File: config.mk
export PLATFORM = sky130hd
export DESIGN_NAME = led_pulse_driver
export DESIGN_NICKNAME = d
export VERILOG_FILES = /design/src/rtl/led_pulse_pkg.sv /design/src/rtl/led_pulse_driver_sat_counter.sv /design/src/rtl/led_pulse_driver.sv
export SDC_FILE = /design/constraint.sdc
export NUM_CORES = 1
export LEC_CHECK = 0
export ABC_AREA = 1
export CORE_UTILIZATION = 58
export CTS_CLUSTER_DIAMETER = 200
export DETAILED_ROUTE_END_ITERATION = 8
export GPL_TIMING_DRIVEN = 1
export PLACE_DENSITY = 0.81
export SLEW_MARGIN = 25
export SYNTH_ARGS = -nofsm -noshare
export SYNTH_HDL_FRONTEND = slang
export SYNTH_SLANG_ARGS = --single-unit
File: constraint.sdc
create_clock -name clk_i -period 4.05 [get_ports clk_i]
set_input_delay 0.405 -clock clk_i [delete_from_list [all_inputs] [get_ports clk_i]]
set_output_delay 0.405 -clock clk_i [all_outputs]
set_load 0.01 [all_outputs]
File: src/rtl/led_pulse_pkg.sv
// Shared types for the LED/buzzer pulse driver; the state enum is also used
// by the reaction-timer top for debug muxing.
package led_pulse_pkg;

   typedef enum logic [1:0] {
      IDLE = 2'd0,
      HIGH = 2'd1,
      LOW  = 2'd2
   } pulse_state_t;

   function automatic int max_of(input int a, input int b);
      return (a > b) ? a : b;
   endfunction

endpackage

File: src/rtl/led_pulse_driver_sat_counter.sv
// Saturating up/down counter holding queued pulse requests; flags a dropped
// increment with a registered one-cycle overflow pulse.
module sat_up_down_counter #(
   parameter  int MAX = 7,
   localparam int W   = $clog2(MAX + 1)
) (
   input  logic         clk_i,
   input  logic         reset_i,
   input  logic         inc_i,
   input  logic         dec_i,
   input  logic         clr_i,
   output logic [W-1:0] count_o,
   output logic         ovf_o
);

   logic [W-1:0] count_q, count_d;
   logic         ovf_q, ovf_d;

   // Next count: simultaneous inc and dec cancel; both ends saturate.
   always_comb begin
      count_d = count_q;
      ovf_d   = 1'b0;
      if (clr_i) begin
         count_d = {W{1'b0}};
         ovf_d   = 1'b0;
      end else if (inc_i && !dec_i) begin
         if (count_q == W'(MAX)) begin
            ovf_d = 1'b1;
         end else begin
            count_d = count_q + W'(1);
         end
      end else if (dec_i && !inc_i) begin
         if (count_q != {W{1'b0}}) begin
            count_d = count_q - W'(1);
         end else begin
            count_d = count_q;
         end
      end else begin
         count_d = count_q;
      end
   end

   // Count and overflow registers.
   always_ff @(posedge clk_i or posedge reset_i) begin
      if (reset_i) begin
         count_q <= {W{1'b0}};
         ovf_q   <= 1'b0;
      end else begin
         count_q <= count_d;
         ovf_q   <= ovf_d;
      end
   end

   assign count_o = count_q;
   assign ovf_o   = ovf_q;

endmodule

File: src/rtl/led_pulse_driver.sv
// Turns one-cycle request ticks into HIGH_CYCLES-wide pulses, each followed by
// a LOW_CYCLES guard gap; requests arriving mid-pulse are queued.
module led_pulse_driver
   import led_pulse_pkg::*;
#(
   parameter  int HIGH_CYCLES = 2000000,
   parameter  int LOW_CYCLES  = 2000000,
   parameter  int PENDING_MAX = 7,
   localparam int PW          = $clog2(PENDING_MAX + 1)
) (
   input  logic          clk_i,
   input  logic          reset_i,
   input  logic          tick_i,
   input  logic          clear_i,
   output logic          pulse_o,
   output logic          busy_o,
   output logic [PW-1:0] pending_o,
   output logic          overflow_o
);

   localparam int CW = $clog2(max_of(HIGH_CYCLES, LOW_CYCLES) + 1);

   pulse_state_t  state_q, state_d;
   logic [CW-1:0] cnt_q, cnt_d;
   logic          pulse_q;
   logic          inc_s, dec_s;
   logic [PW-1:0] pend_s;
   logic          ovf_s;
   logic          pend_nz_s;

   assign pend_nz_s = (pend_s != {PW{1'b0}});

   // Next state, timing counter and queue control for this cycle.
   always_comb begin
      state_d = state_q;
      cnt_d   = cnt_q;
      inc_s   = 1'b0;
      dec_s   = 1'b0;
      if (clear_i) begin
         state_d = IDLE;
         cnt_d   = {CW{1'b0}};
      end else begin
         case (state_q)
            IDLE: begin
               // The starting request is consumed directly, never queued.
               if (tick_i) begin
                  state_d = HIGH;
                  cnt_d   = {CW{1'b0}};
               end else begin
                  state_d = IDLE;
               end
            end
            HIGH: begin
               inc_s = tick_i;
               if (cnt_q == CW'(HIGH_CYCLES - 1)) begin
                  state_d = LOW;
                  cnt_d   = {CW{1'b0}};
               end else begin
                  cnt_d = cnt_q + CW'(1);
               end
            end
            LOW: begin
               inc_s = tick_i;
               if (cnt_q == CW'(LOW_CYCLES - 1)) begin
                  cnt_d = {CW{1'b0}};
                  if (pend_nz_s) begin
                     state_d = HIGH;
                     dec_s   = 1'b1;
                  end else if (tick_i) begin
                     // Back-to-back pulse from a tick on the last guard cycle.
                     state_d = HIGH;
                     inc_s   = 1'b0;
                  end else begin
                     state_d = IDLE;
                  end
               end else begin
                  cnt_d = cnt_q + CW'(1);
               end
            end
            default: begin
               state_d = IDLE;
               cnt_d   = {CW{1'b0}};
            end
         endcase
      end
   end

   // FSM, timing counter and registered pulse output.
   always_ff @(posedge clk_i or posedge reset_i) begin
      if (reset_i) begin
         state_q <= IDLE;
         cnt_q   <= {CW{1'b0}};
         pulse_q <= 1'b0;
      end else begin
         state_q <= state_d;
         cnt_q   <= cnt_d;
         pulse_q <= (state_d == HIGH);
      end
   end

   sat_up_down_counter #(
      .MAX (PENDING_MAX)
   ) u_pending (
      .clk_i   (clk_i),
      .reset_i (reset_i),
      .inc_i   (inc_s),
      .dec_i   (dec_s),
      .clr_i   (clear_i),
      .count_o (pend_s),
      .ovf_o   (ovf_s)
   );

   assign pulse_o    = pulse_q;
   assign busy_o     = (state_q != IDLE);
   assign pending_o  = pend_s;
   assign overflow_o = ovf_s;

endmodule
* Yosys cells after proc, flatten, opt, wreduce, memory -nomap -nowiden
Index checks and enable logic that the tools add are counted. Widths: inputs -> output; s select.
Word-level totals: input port bits 4, register bits after elaboration 28, logic and storage cells 52, output and inout bits 6
Cells by class: reduce and logical (&&, ||, !) cells 11, mux-type cells 26, $add $sub $neg 3, eq/ne operators 7
Operators by type and width (number):
- $mux 21 | 3
- $pmux 21 s2 | 1
- $add 21x1->21 const B | 1
- $eq 21x21->1 const B | 1
- $mux 3 | 5
- $mux 1 | 11
- $reduce_bool 3->1 | 3
- $mux 2 | 4
- $ne 3x3->1 const B | 2
- $pmux 2 s3 | 1
- $eq 2x1->1 const B | 2
- $add 3x1->3 const B | 1
- $eq 3x3->1 const B | 1
- $reduce_and 3->1 | 1
- $sub 3x1->3 const B | 1
- $eq 2x2->1 const B | 1
- $logic_and 1x1->1 | 2
- $logic_not 1->1 | 2
- $logic_not 2->1 | 1
- $pmux 1 s2 | 1
- $reduce_bool 2->1 | 1
- $reduce_or 2->1 | 1

* Logic depth before layout (Yosys ltp)
depth in word-level cells 10, gate-level depth with buffers 15, depth with buffers taken out 15

* By module
Synthesis repeated with hierarchy kept, for this count alone.
Second synthesis, totals: cell total of the unflattened synthesis 272, area, all modules 1938.1 um^2
By module, submodules not included:
- led_pulse_driver | cells an instance 227, instances 1, sequential area each 600.6 um^2, area each 1635.3 um^2
- sat_up_down_counter | cells an instance 45, instances 1, sequential area each 100.1 um^2, area each 302.8 um^2

* Least setup slack after synthesis
Ideal clock, no wire load.
path type flip-flop to flip-flop, start register state_q[0], end register u_pending.count_q[2], in the netlist u_pending.count_o[2], clock period less this slack 2.134 ns, data arrival time 2.069 ns, slack 1.916 ns, data required time 3.985 ns, setup time 0.065 ns, buffers on the path 0, cell stages (with the launch flop) 14, path through dfrtp_1 -> inv_1 -> ha_1 -> or2_2 -> nand2_2 -> nand3_1 -> nand2_1 -> inv_1 -> fa_1 -> xor2_1 -> nand3b_1 -> nand2_1 -> nand3_1 -> nand2_1
On the way: word-level cells in the longest chain between the ends 7, elaborated cells between the ends (all ways) 16, classes of those cells 3 x eq/ne; 6 x mux; 7 x reduce/logical
Ends and longest elaborated chain:
- start: declaration | RTL line led_pulse_driver.sv:23 | pulse_state_t state_q, state_d;
- start signal: assignment | RTL line led_pulse_driver.sv:95 | state_q <= state_d;
- $eq 2x2->1 / $eq 2x1->1 (equally long branches) | RTL line led_pulse_driver.sv:43 | case (state_q)
- $pmux 1 s2 / $mux 1 (equally long branches) | RTL line led_pulse_driver.sv:43
- $mux 1 | RTL line led_pulse_driver.sv:39 | if (clear_i) begin
- $logic_not 1->1 (on tied branches) | RTL line led_pulse_driver_sat_counter.sv:32, led_pulse_driver_sat_counter.sv:26
- $logic_and 1x1->1 (on tied branches) | RTL line led_pulse_driver_sat_counter.sv:32, led_pulse_driver_sat_counter.sv:26
- $reduce_bool 3->1 (no source line), or another cell as far along
- $reduce_and 3->1 (no source line) / $mux 3 (equally long branches)
- end signal: assignment | RTL line led_pulse_driver_sat_counter.sv:46 | count_q <= {W{1'b0}};
- end signal: assignment | RTL line led_pulse_driver_sat_counter.sv:49 | count_q <= count_d;
- end: declaration | RTL line led_pulse_driver_sat_counter.sv:16 | logic [W-1:0] count_q, count_d;
Parallel ways exist; a longest one is shown, timed or not. A chain may end at the register's enable or synchronous reset.

* Worst setup path after layout
start register cnt_q[0], end register u_pending.count_q[2], in the netlist u_pending.count_o[2]
On the way: word-level cells in the longest chain between the ends 8, elaborated cells between the ends (all ways) 17, classes of those cells 2 x eq/ne; 8 x mux; 7 x reduce/logical
Ends and longest elaborated chain:
- start: declaration | RTL line led_pulse_driver.sv:24 | logic [CW-1:0] cnt_q, cnt_d;
- start signal: assignment | RTL line led_pulse_driver.sv:92 | cnt_q <= {CW{1'b0}};
- start signal: assignment | RTL line led_pulse_driver.sv:96 | cnt_q <= cnt_d;
- $eq 21x21->1 (*) | RTL line led_pulse_driver.sv:64 | if (cnt_q == CW'(LOW_CYCLES - 1)) begin
- $mux 1 | RTL line led_pulse_driver.sv:64
- $pmux 1 s2 / $mux 1 (equally long branches) | RTL line led_pulse_driver.sv:43
- $mux 1 | RTL line led_pulse_driver.sv:39
- $logic_not 1->1 (on tied branches) | RTL line led_pulse_driver_sat_counter.sv:32, led_pulse_driver_sat_counter.sv:26
- $logic_and 1x1->1 (on tied branches) | RTL line led_pulse_driver_sat_counter.sv:32, led_pulse_driver_sat_counter.sv:26
- $reduce_bool 3->1 (no source line), or another cell as far along
- $reduce_and 3->1 (no source line) / $mux 3 (equally long branches)
Every way passes the cells marked *; elsewhere a longest branch is shown, timed or not.

==> impl_metrics.env <==
export IMPL_status="finished clean"
export IMPL_wl_per_cell_um=11.9
export IMPL_fillerInstances=240
export IMPL_synth_top_family_by_area="simple AND/OR/NAND/NOR gates"
export IMPL_cp_arrival_ps=2620
export IMPL_die_w_um=55.7
export IMPL_peakVddDrop_uv=260
export IMPL_syn2layout_area_growth_pct=8.82
export IMPL_p_leak_nw=0.765
export IMPL_avgSynthCellArea_sq_um=7.61
export IMPL_final_area_sq_mm=0.00182
export IMPL_min_period_over_period_pct=58.8
export IMPL_final_common_cell="nand2_1"
export IMPL_first_pass_iters=4
export IMPL_cp_common_cell="nand2_1"
export IMPL_dp_worst_setup_slack_ps=1640
export IMPL_cts_buffer_depth=2
export IMPL_cp_slowest_cell="dfrtp_1"
export IMPL_clk_latency_ps=320
export IMPL_tritoncts="built"
export IMPL_io_pin_count=10
export IMPL_start_kind="flop"
export IMPL_ys_ff_latch=28
export IMPL_gp_congestion=0.956
export IMPL_ant_nets=0
export IMPL_cts_resized_gates=0
export IMPL_crit_family="simple AND/OR/NAND/NOR gates"
export IMPL_skew_ps=2.68
export IMPL_worstReg2RegEnd="u_pending.count_o[2]$_DFFE_PP0P_"
export IMPL_vias=1388
export IMPL_h_tree_depth=1
export IMPL_critPathMaxFanout=5
export IMPL_vias_per_cell=5.30
export IMPL_syn_inst=220
export IMPL_reg2reg_depth=14
export IMPL_grt_pass1_vias=1267
export IMPL_synth_compound_area_share_pct=9.94
export IMPL_drcViolationCount=0
export IMPL_final_nets=243
export IMPL_place_area_sq_mm=0.00180
export IMPL_post_place_cells=259
export IMPL_slew_limit_headroom_pct=61.5
export IMPL_worstMarginPinSlew_ps=576
export IMPL_die_y_um=55.7
export IMPL_dpl_hpwl_um=2390
export IMPL_netlist_area_sq_mm=0.00167
export IMPL_path_cells="ha_1, nand3_2, nor2_1, nand3_2, nand2_2, nand3_1, nand2_1, inv_1, fa_1, xor2_1, nand3b_1, nand2_1, nand3_1, nand2_1"
export IMPL_critPathKind="reg2reg"
export IMPL_antenna_found_initial=0
export IMPL_timing_critical_path_buf_inv=1
export IMPL_fin_cells=262
export IMPL_routed_wl_um=3120
export IMPL_synthXorXnorAreaFrac_pct=2.09
export IMPL_fin_ws_ps=1670
export IMPL_rsz0062_at_grt="no"
export IMPL_cp_slowest_stage_delay_ps=400
export IMPL_tritoncts_num_sinks=28
export IMPL_reg2reg_from="cnt_q[0]$_DFFE_PP0P_"
export IMPL_synthAdderAreaFrac_pct=4.93
export IMPL_grt_pass1_wl_um=5460
export IMPL_io_buffers=9
export IMPL_tns_ps=0
export IMPL_hold_path_class="in2async"
export IMPL_postCtsHoldBufs=0
export IMPL_clk_pin_slew_ps=140
export IMPL_yosys_area_share_simple_pct=33.6
export IMPL_drive_gt1_share_pct=9.96
export IMPL_setup_viol=0
export IMPL_synth_cell_types=31
export IMPL_ff2ff_setup_slack_ps=1670
export IMPL_syn_nets=230
export IMPL_row_count=19
export IMPL_die_area_sq_mm=0.00311
export IMPL_layout_common_cells="41 x nand2_1, 38 x nor2_1, 28 x inv_1, 28 x dfrtp_1, 12 x nand3_1"
export IMPL_post_cts_setup_buffers=0
export IMPL_critPathCaptureType="flop"
export IMPL_grt_start_max_net_pins=29
export IMPL_crit_required_ps=4280
export IMPL_grt_overflow=0
export IMPL_maxSlewViolCount=0
export IMPL_initial_utilization_pct=61.2
export IMPL_clock_root_buffer="clkbuf_4"
export IMPL_synth_warnings=0
export IMPL_first_iter_violations=66
export IMPL_track_usage_pct=21.9
export IMPL_cts_buffers=3
export IMPL_p_per_area_mw_per_mm2=279
export IMPL_hold_violations=0
export IMPL_fin_crit_ps=2380
export IMPL_antenna_cells=0
export IMPL_core_sq_mm=0.00273
export IMPL_cap_violations=0
export IMPL_synth_mux_area_share_pct=0
export IMPL_yosysSeqAreaShare_pct=41.9
export IMPL_max_freq_mhz=420
-- power by group --
| group | switching, W | internal, W | total [W] |
|---|---|---|---|
| clock network | 0.0000792 | 0.0000349 | 0.000114 |
| logic | 0.0000532 | 0.0000372 | 0.0000903 |
| registers | 0.0000120 | 0.000291 | 0.000303 |
| total | 0.000144 | 0.000363 | 0.000508 |
-- logic make-up (layout without fill, tap and decap cells) --
| group | Yosys count | count (layout) |
|---|---|---|
| xor gates and xnor gates | 4 | 4 |
| adders and majority gates | 6 | 6 |
| and+or+nand+nor | 120 | 120 |
| DFF | 28 | 28 |
| buffers and inverters | 33 | 44 |
| AOI/OAI and AO/OA | 29 | 29 |
-- worst max path at each step --
stage / from / cells past startpoint / slack (ps) / end
finish: cnt_q[0]$_DFFE_PP0P_ / 14 / 1670 / u_pending.count_o[2]$_DFFE_PP0P_
global route: cnt_q[1]$_DFFE_PP0P_ / 14 / 1470 / u_pending.count_o[2]$_DFFE_PP0P_
CTS: cnt_q[1]$_DFFE_PP0P_ / 14 / 1650 / u_pending.count_o[2]$_DFFE_PP0P_
detailed placement: clear_i / 12 / 1640 / u_pending.count_o[2]$_DFFE_PP0P_
global placement: clear_i / 12 / 1720 / u_pending.count_o[2]$_DFFE_PP0P_
floorplan: state_q[0]$_DFF_PP0_ / 13 / 1920 / u_pending.count_o[2]$_DFFE_PP0P_
-- cells in the mapped netlist, drive strengths merged --
library cell  instances  area share, %
nand2                45             11
nor2                 44             11
inv                  31            7.0
dfrtp                28             42
nand3                14            4.8
a21oi                11            3.3
nor3                 10            3.9
o21ai                 9            2.7
ha                    5            3.7
a211oi                3            1.3
xor2                  3            1.6
a22o                  2            1.0
nand3b                2           0.90
nand4                 2           0.75
o22ai                 2           0.75
a31oi                 1           0.37
buf                   1           0.45
clkbuf                1           0.22
fa                    1            1.2
nor3b                 1           0.45
nor4                  1           0.37
o31ai                 1           0.45
or2                   1           0.37
xnor2                 1           0.52
-- final cells by class --
class / count / area, sq um / share of cell area [%]
multi-input cells: 159 / 846 / 46.4
flip-flops and latches: 28 / 701 / 38.5
inverters: 31 / 116 / 6.39
repair buffers: 10 / 97.6 / 5.36
well taps: 31 / 38.8 / 2.13
clock buffers: 3 / 22.5 / 1.24
-- metrics by stage --
step,hold WS (ps),total power [W],util [%]
3_5_place_dp,500,0.000399,65.8
3_3_place_gp,494,0.000397,65.8
5_1_grt,499,0.000529,66.6
6_report,435,0.000508,66.6
4_1_cts,462,0.000511,66.6
2_1_floorplan,467,0.000366,-
-- routing by layer --
metal,vias to the layer above,GRT usage (%),share of wire [%]
met1,635,30.6,49
li1,733,-,-
met2,16,36.3,48
met4,0,6.43,1.1
met5,-,0,0
met3,4,2.09,2.5
-- registers in the layout (all words and copies together), names as in the netlist --
| register | flops |
|---|---|
| state_q | 2 |
| u_pending.count_o | 3 |
| cnt_q | 21 |
| pulse_o | 1 |
| u_pending.ovf_o | 1 |
Note: power is estimated with default switching activity, not from simulation.
